$ cat src/rtl/secure_boot_pkg.sv
// Shared types, error codes and helpers for the secure-boot verifier.
package secure_boot_pkg;

  typedef enum logic [2:0] {
    ST_IDLE,
    ST_HDR,
    ST_PAY,
    ST_CMP,
    ST_NEXT,
    ST_DONE,
    ST_ERROR
  } boot_state_t;

  localparam logic [2:0] ERR_NONE     = 3'd0;
  localparam logic [2:0] ERR_MAGIC    = 3'd1;
  localparam logic [2:0] ERR_ROLLBACK = 3'd2;
  localparam logic [2:0] ERR_DIGEST   = 3'd3;
  localparam logic [2:0] ERR_TIMEOUT  = 3'd4;
  localparam logic [2:0] ERR_LEN      = 3'd5;

  localparam logic [15:0] BOOT_MAGIC = 16'hB007;

  // Widest word the rotate helper handles; callers zero-extend into it.
  localparam int ROT_MAX_W = 256;

  function automatic logic [ROT_MAX_W-1:0] rotl1(input logic [ROT_MAX_W-1:0] x,
                                                 input int unsigned w);
    logic [ROT_MAX_W-1:0] mask;
    mask = {ROT_MAX_W{1'b1}} >> (ROT_MAX_W - w);
    return ((x << 1) | (x >> (w - 1))) & mask;
  endfunction

endpackage

$ cat src/rtl/boot_lane_hash.sv
// LANES-wide rotate-XOR accumulator; lane_sel picks which lane absorbs word.
module boot_lane_hash
  import secure_boot_pkg::*;
#(
  parameter int DATA_W = 32,
  parameter int LANES  = 8,
  localparam int SEL_W = (LANES > 1) ? $clog2(LANES) : 1
) (
  input  logic                    clk,
  input  logic                    rst_n,
  input  logic                    clr,
  input  logic                    en,
  input  logic [DATA_W-1:0]       word,
  input  logic [SEL_W-1:0]        lane_sel,
  output logic [LANES*DATA_W-1:0] digest
);

  logic [DATA_W-1:0] acc [LANES];

  // NOTE: the accumulators are reset because their value is compared as-is
  // against the expected digest; an unreset start value would poison stage 0.
  always_ff @(posedge clk or negedge rst_n) begin
    if (!rst_n) begin
      for (int l = 0; l < LANES; l++) acc[l] <= '0;
    end else if (clr) begin
      for (int l = 0; l < LANES; l++) acc[l] <= '0;
    end else if (en) begin
      acc[lane_sel] <= DATA_W'(rotl1(ROT_MAX_W'(acc[lane_sel]), DATA_W)) ^ word;
    end
  end

  for (genvar l = 0; l < LANES; l++) begin : g_digest
    assign digest[l*DATA_W +: DATA_W] = acc[l];
  end

endmodule

$ cat src/rtl/secure_boot_chain.sv
// Multi-stage secure-boot verifier: fetches header+payload per stage from
// flash, checks magic/version/length, hashes the payload and compares digests.
module secure_boot_chain
  import secure_boot_pkg::*;
#(
  parameter int DATA_W      = 32,
  parameter int ADDR_W      = 32,
  parameter int NUM_STAGES  = 2,
  parameter int MAX_WORDS   = 256,
  parameter int LANES       = 8,
  parameter int TIMEOUT_CYC = 64,
  localparam int CNT_W      = $clog2(MAX_WORDS + 1),
  localparam int DIG_W      = LANES * DATA_W
) (
  input  logic                         clk,
  input  logic                         rst_n,
  input  logic                         start,
  input  logic [NUM_STAGES*ADDR_W-1:0] stage_base,
  input  logic [NUM_STAGES*CNT_W-1:0]  stage_len,
  input  logic [NUM_STAGES*DIG_W-1:0]  exp_digest,
  input  logic [15:0]                  min_version,
  output logic                         flash_req,
  output logic [ADDR_W-1:0]            flash_addr,
  input  logic                         flash_ack,
  input  logic [DATA_W-1:0]            flash_rdata,
  output logic [2:0]                   stage_idx,
  output logic [NUM_STAGES-1:0]        stage_ok,
  output logic                         boot_ready,
  output logic                         violation,
  output logic [2:0]                   err_code,
  output logic [2:0]                   err_stage
);

  localparam int SEL_W = (LANES > 1) ? $clog2(LANES) : 1;
  localparam int TMO_W = $clog2(TIMEOUT_CYC + 1);

  boot_state_t state_q, state_d;

  logic [ADDR_W-1:0]     addr_q;
  logic [CNT_W-1:0]      word_q;
  logic [SEL_W-1:0]      lane_q;
  logic [TMO_W-1:0]      tmo_q;
  logic [NUM_STAGES-1:0] ok_q;
  logic [2:0]            err_code_q, err_stage_q, fail_code;

  logic              hash_clr, hash_en, tmo_hit, last_stage;
  logic [2:0]        nxt_idx;
  logic [ADDR_W-1:0] cur_base, nxt_base;
  logic [CNT_W-1:0]  cur_len;
  logic [DIG_W-1:0]  cur_exp, digest;

  assign last_stage = (stage_idx == 3'(NUM_STAGES - 1));
  assign nxt_idx    = last_stage ? stage_idx : stage_idx + 3'd1;
  assign cur_base   = stage_base[int'(stage_idx) * ADDR_W +: ADDR_W];
  assign nxt_base   = stage_base[int'(nxt_idx) * ADDR_W +: ADDR_W];
  assign cur_len    = stage_len[int'(stage_idx) * CNT_W +: CNT_W];
  assign cur_exp    = exp_digest[int'(stage_idx) * DIG_W +: DIG_W];

  // The current wait cycle is the TIMEOUT_CYC-th without an ack.
  assign tmo_hit = flash_req && !flash_ack && (tmo_q == TMO_W'(TIMEOUT_CYC - 1));

  assign flash_req  = (state_q == ST_HDR) || (state_q == ST_PAY);
  assign flash_addr = addr_q;
  assign boot_ready = (state_q == ST_DONE);
  assign violation  = (state_q == ST_ERROR);
  assign stage_ok   = ok_q;
  assign err_code   = err_code_q;
  assign err_stage  = err_stage_q;

  boot_lane_hash #(
    .DATA_W (DATA_W),
    .LANES  (LANES)
  ) u_hash (
    .clk      (clk),
    .rst_n    (rst_n),
    .clr      (hash_clr),
    .en       (hash_en),
    .word     (flash_rdata),
    .lane_sel (lane_q),
    .digest   (digest)
  );

  always_ff @(posedge clk or negedge rst_n) begin
    if (!rst_n) state_q <= ST_IDLE;
    else        state_q <= state_d;
  end

  // NOTE: every output of this block gets a default before the case, so no
  // path through it can hold a stale value and infer a latch.
  always_comb begin
    state_d   = state_q;
    hash_clr  = 1'b0;
    hash_en   = 1'b0;
    fail_code = ERR_NONE;
    unique case (state_q)
      ST_IDLE: begin
        if (start) begin
          state_d  = ST_HDR;
          hash_clr = 1'b1;
        end
      end
      ST_HDR: begin
        if (flash_ack) begin
          if (flash_rdata[31:16] != BOOT_MAGIC)          fail_code = ERR_MAGIC;
          else if (flash_rdata[15:0] < min_version)      fail_code = ERR_ROLLBACK;
          else if (cur_len == '0 || cur_len > CNT_W'(MAX_WORDS)) fail_code = ERR_LEN;
          state_d = (fail_code == ERR_NONE) ? ST_PAY : ST_ERROR;
        end else if (tmo_hit) begin
          fail_code = ERR_TIMEOUT;
          state_d   = ST_ERROR;
        end
      end
      ST_PAY: begin
        if (flash_ack) begin
          hash_en = 1'b1;
          if (word_q == cur_len - CNT_W'(1)) state_d = ST_CMP;
        end else if (tmo_hit) begin
          fail_code = ERR_TIMEOUT;
          state_d   = ST_ERROR;
        end
      end
      ST_CMP: begin
        if (digest == cur_exp) begin
          state_d = ST_NEXT;
        end else begin
          fail_code = ERR_DIGEST;
          state_d   = ST_ERROR;
        end
      end
      ST_NEXT: begin
        hash_clr = 1'b1;
        state_d  = last_stage ? ST_DONE : ST_HDR;
      end
      ST_DONE, ST_ERROR: ;
      default: state_d = ST_IDLE;
    endcase
  end

  always_ff @(posedge clk or negedge rst_n) begin
    if (!rst_n) begin
      addr_q      <= '0;
      word_q      <= '0;
      lane_q      <= '0;
      tmo_q       <= '0;
      stage_idx   <= '0;
      ok_q        <= '0;
      err_code_q  <= ERR_NONE;
      err_stage_q <= '0;
    end else begin
      unique case (state_q)
        ST_IDLE: begin
          if (start) begin
            addr_q    <= stage_base[ADDR_W-1:0];
            stage_idx <= '0;
            word_q    <= '0;
            lane_q    <= '0;
            tmo_q     <= '0;
          end
        end
        ST_HDR, ST_PAY: begin
          if (flash_ack) begin
            // Address wraps modulo 2^ADDR_W by construction.
            addr_q <= addr_q + ADDR_W'(4);
            tmo_q  <= '0;
            if (state_q == ST_PAY) begin
              word_q <= word_q + CNT_W'(1);
              lane_q <= (lane_q == SEL_W'(LANES - 1)) ? '0 : lane_q + SEL_W'(1);
            end
          end else begin
            tmo_q <= tmo_q + TMO_W'(1);
          end
        end
        ST_CMP: begin
          if (state_d == ST_NEXT) ok_q <= ok_q | (NUM_STAGES'(1) << stage_idx);
        end
        ST_NEXT: begin
          addr_q    <= nxt_base;
          stage_idx <= nxt_idx;
          word_q    <= '0;
          lane_q    <= '0;
          tmo_q     <= '0;
        end
        default: ;
      endcase
      if (state_d == ST_ERROR && state_q != ST_ERROR) begin
        err_code_q  <= fail_code;
        err_stage_q <= stage_idx;
        ok_q        <= '0;
      end
    end
  end

endmodule

$ cat config.mk
export PLATFORM = sky130hd
export DESIGN_NAME = secure_boot_chain
export DESIGN_NICKNAME = d
export VERILOG_FILES = /design/src/rtl/secure_boot_pkg.sv /design/src/rtl/boot_lane_hash.sv /design/src/rtl/secure_boot_chain.sv
export SDC_FILE = /design/constraint.sdc
export NUM_CORES = 1
export LEC_CHECK = 0
export BUFFER_PORTS_ARGS = -buffer_cell sky130_fd_sc_hd__clkbuf_2
export CORE_AREA = 2 2 272 274
export CTS_CLUSTER_DIAMETER = 30
export DETAILED_ROUTE_END_ITERATION = 12
export DIE_AREA = 0 0 274 276
export PLACE_DENSITY = 0.56
export SYNTH_ARGS = -nofsm -noshare
export SYNTH_HDL_FRONTEND = slang
export SYNTH_SLANG_ARGS = --single-unit
$ cat constraint.sdc
create_clock -name clk -period 3.51 [get_ports clk]
set_input_delay 0.702 -clock clk [delete_from_list [all_inputs] [get_ports clk]]
set_output_delay 0.702 -clock clk [all_outputs]
set_load 0.05 [all_outputs]
==> metrics.log <==
INFO  metric setup.worst_path.start_class = flip-flop
INFO  metric hold_class = in -> async
INFO  metric gr-total-overflow = 0
INFO  metric final-seq-area = 0.00804 mm²
INFO  metric postLayoutSetupSlackWorst = -0.166 ns
INFO  metric initialDrtViolationCount = 2960
INFO  metric dp_hpwl = 91600 µm
INFO  metric worst_skew_pair.late_latency = 0.63 ns
INFO  metric worst_ep_required_time = 3.99 ns
INFO  metric r2r-start = stage_idx[0]
INFO  metric total_power = 26.3 mW
INFO  metric layout-drive-gt1-share = 0.348
INFO  metric type_of_the_worst_setup_path = reg -> reg
INFO  metric critical_path.slowest_cell = sky130_fd_sc_hd__or4_4
INFO  metric clkSinkCount = 321
INFO  metric cts_inserted_buffers = 82
INFO  metric routed-via-count = 25500
INFO  metric detail_route.vias_per_cell = 5.69
INFO  metric core.rowCount = 99
INFO  metric most_common_library_cell_in_the_layout_ignoring_fill_and_taps = sky130_fd_sc_hd__clkbuf_2
INFO  metric layout_common_cells = 690 x sky130_fd_sc_hd__clkbuf_2, 428 x sky130_fd_sc_hd__o21ai_0, 318 x sky130_fd_sc_hd__dfrtp_1
INFO  metric timing.fmax = 0.272 GHz
INFO  metric r2r_cell_count = 15
INFO  metric crit_fanout = 9
INFO  metric die_area = 0.0756 mm²
INFO  metric clock_tree.root_cell = sky130_fd_sc_hd__clkbuf_16
INFO  metric clock-skew-final = 0.0390 ns
INFO  metric die-width = 274 µm
INFO  metric routabilityCongestion = 0.935
INFO  metric cts_tree = built
INFO  metric yosysSeqAreaShare = 0.352
INFO  metric postSynthCellCount = 2660
INFO  metric first_pass_grt_wire_length = 168000 µm
INFO  metric placement.io_buffers = 691
INFO  metric routedWlPerCell = 26.4 µm
INFO  metric syn_area_per_cell = 8.57 µm²
INFO  metric ys_types = 68
INFO  metric cap_viol_max_count = 0
INFO  metric outcome = finished with violations
INFO  metric crit_path_launch = stage_idx[0]
INFO  metric timing.max_slew.rel_slack = 0.163
INFO  metric synth-async-reset-ratio = 1.00
INFO  metric setup_viol_count_final = 9
INFO  metric worst-slew-pin-transition = 1.25 ns
INFO  metric layout_area_growth_over_synthesis = 43.2%
INFO  metric cpMostUsedCell = sky130_fd_sc_hd__buf_4
INFO  metric yosys_warnings = 0
INFO  metric multi_input_comb_area = 0.0145 mm²
INFO  metric fp.dieH = 276 µm
INFO  metric cpLargestDelayFamily = simple AND/OR/NAND/NOR gates
INFO  metric grt_pass1_vias = 24200
INFO  metric worstPathCellList = buf_12 -> buf_12 -> buf_6 -> mux2i_4 -> or3_1 -> nand4_1 -> or4_4 -> nor4_2 -> buf_4 -> nand4_1 -> buf_4 -> nor4_4 -> buf_4 -> nor2_4 -> mux2_4
INFO  metric h-tree-depth = 3
INFO  metric critPathCapture = err_stage[2]
INFO  metric clkSlewWorstSetupHoldPaths = 0.05 ns
INFO  metric routed_wl = 119000 µm
INFO  metric route.antenna.remaining_nets = 0
INFO  metric cp.depth = 15
INFO  metric regToRegEndpoint = err_stage[2]
INFO  metric synth_top_cell_by_area = sky130_fd_sc_hd__dfrtp_1
INFO  metric drt_pass1_iterations = 6
INFO  metric syn_nets = 3329
INFO  metric postSynthRegisterBits = 321
INFO  metric remaining_drc_errors = 0
INFO  metric grt_start_max_net_pins = 169
INFO  metric netlist.area_leader.share = 0.352
INFO  metric vdd_ir_drop_max = 0.000591 V
INFO  metric critical_path.endpoint_type = flip-flop
INFO  metric ys.flop_type = sky130_fd_sc_hd__dfrtp_1
INFO  metric antenna_violations_before_repair = 9
INFO  metric initial_util = 0.314
INFO  metric placeable_core_area = 0.0726 mm²
INFO  metric grt_use_total = 0.303
INFO  metric cp.buffers_inverters = 6
INFO  metric final_design_area_no_fill = 0.0326 mm²
INFO  metric maximum_clock_path_buffer_count = 3
INFO  metric cellPowerDensity = 806 mW/mm²
INFO  metric layout.filler_cells = 7136
INFO  metric rsz_0062_raised_after_global_routing = yes
INFO  metric netlist_top_cells_area = sky130_fd_sc_hd__dfrtp_1 35%, sky130_fd_sc_hd__mux2i_1 11%, sky130_fd_sc_hd__o21ai_0 9.7%
INFO  metric hold_viol = 0
INFO  metric io_pins = 692
INFO  metric post_route_hold_slack = 0.115 ns
INFO  metric power.static_leakage = 14.6 nW
INFO  metric critical_path_arrival = 4.16 ns
INFO  metric post-route-min-period = 3.68 ns
INFO  metric worst-r2r-setup-slack = -0.17 ns
INFO  metric syn_area = 0.0228 mm²
INFO  metric postPlaceCellArea = 0.0285 mm²
INFO  metric timing.final.max_slew_violations = 0
INFO  metric cp_slowest_stage_delay = 0.57 ns
INFO  metric period_utilization_post_route = 1.05
INFO  metric design.final.nets = 4127
INFO  metric violated_checks = negative setup slack
INFO  metric synth_enable_flop_cells = 0
==> layer usage <==
metal	track usage	part of all wire	routed length [µm]
met5	0	0.00029	34
met1	0.390	0.40	47300
met4	0.130	0.049	5760
met2	0.485	0.46	54500
met3	0.0685	0.093	11000
==> flip-flops by register name (all words and copies together), names as in the netlist <==
signal / flops
tmo_q: 7
stage_ok: 2
u_hash.digest: 256
err_code: 3
flash_addr: 32
lane_q: 3
stage_idx: 3
err_stage: 3
word_q: 9
state_q: 3
==> how the worst min path moves through the flow <==
stage | startpoint | endpoint | slack [ns] | depth (start not counted)
after global placement | flash_addr[1] | flash_addr[1] | 0.50 | 2
after global routing | rst_n | u_hash.digest[59] | 0.15 | 1
after CTS | rst_n | u_hash.digest[92] | 0.12 | 1
after detailed placement | flash_addr[1] | flash_addr[1] | 0.51 | 2
final | rst_n | u_hash.digest[59] | 0.12 | 1
after floorplan | rst_n | err_code[0] | 0.41 | 0
==> cells in the mapped netlist, drive strengths merged (5+ instances only) <==
cell type,number
nand2b,21
a41oi,6
a22o,9
nor4,35
mux2i,248
clkbuf,150
or4,7
xor2,41
o32ai,5
nor3,38
a211oi,11
buf,59
o21ai,456
a21oi,44
a222oi,7
a31oi,9
nor3b,22
and3,12
mux2,27
a22oi,133
nor2b,6
a221oi,17
inv,25
xnor2,110
nor2,152
or3b,6
dfrtp,321
o31ai,5
nand3,277
nand4,113
nand2,64
ha,23
and4,7
or2,5
o22ai,13
or3,119
a32o,7
==> cell families after synthesis <==
logic type,Yosys count,share of synthesized area
adder cells (fa/ha/maj),23,0.0126
AND/OR/NAND/NOR,897,0.210
buffers and inverters,234,0.0449
XOR/XNOR,151,0.0580
multiplexers,275,0.123
flip-flops,321,0.352
AO/OA/AOI/OAI,759,0.199
==> report_power, final <==
part           switching (mW)  internal [mW]
Clock                    2.50           5.62
Combinational            7.92           4.86
Sequential               1.05           4.36
Total                    11.5           14.8
==> area by class of cell <==
class,count,area share
clock buffers,110,0.0713
inverters,25,0.00287
flip-flops and latches,321,0.246
multi-input cells,2107,0.446
well taps,959,0.0368
clock inverters,41,0.0208
repair buffers,921,0.176
diodes,2,0.000153
==> timing repair <==
item,CTS,global route
resized for setup,113,66
pin swaps,32,12
setup endpoints to repair,9,9
hold buffers,0,0
gates cloned,8,1
setup buffers,20,1
==> metrics by stage <==
step	setup TNS (ns)	utilization	setup WS, ns	std cells
2_1_floorplan	0	-	0.0000602	2660
3_3_place_gp	-2.18	0.392	-0.338	4306
3_5_place_dp	-2.69	0.392	-0.401	4306
4_1_cts	-0.290	0.446	-0.0955	4484
5_1_grt	-1.66	0.450	-0.233	4485
6_report	-0.832	0.450	-0.166	4486
Note: power is estimated with default switching activity, not from simulation.
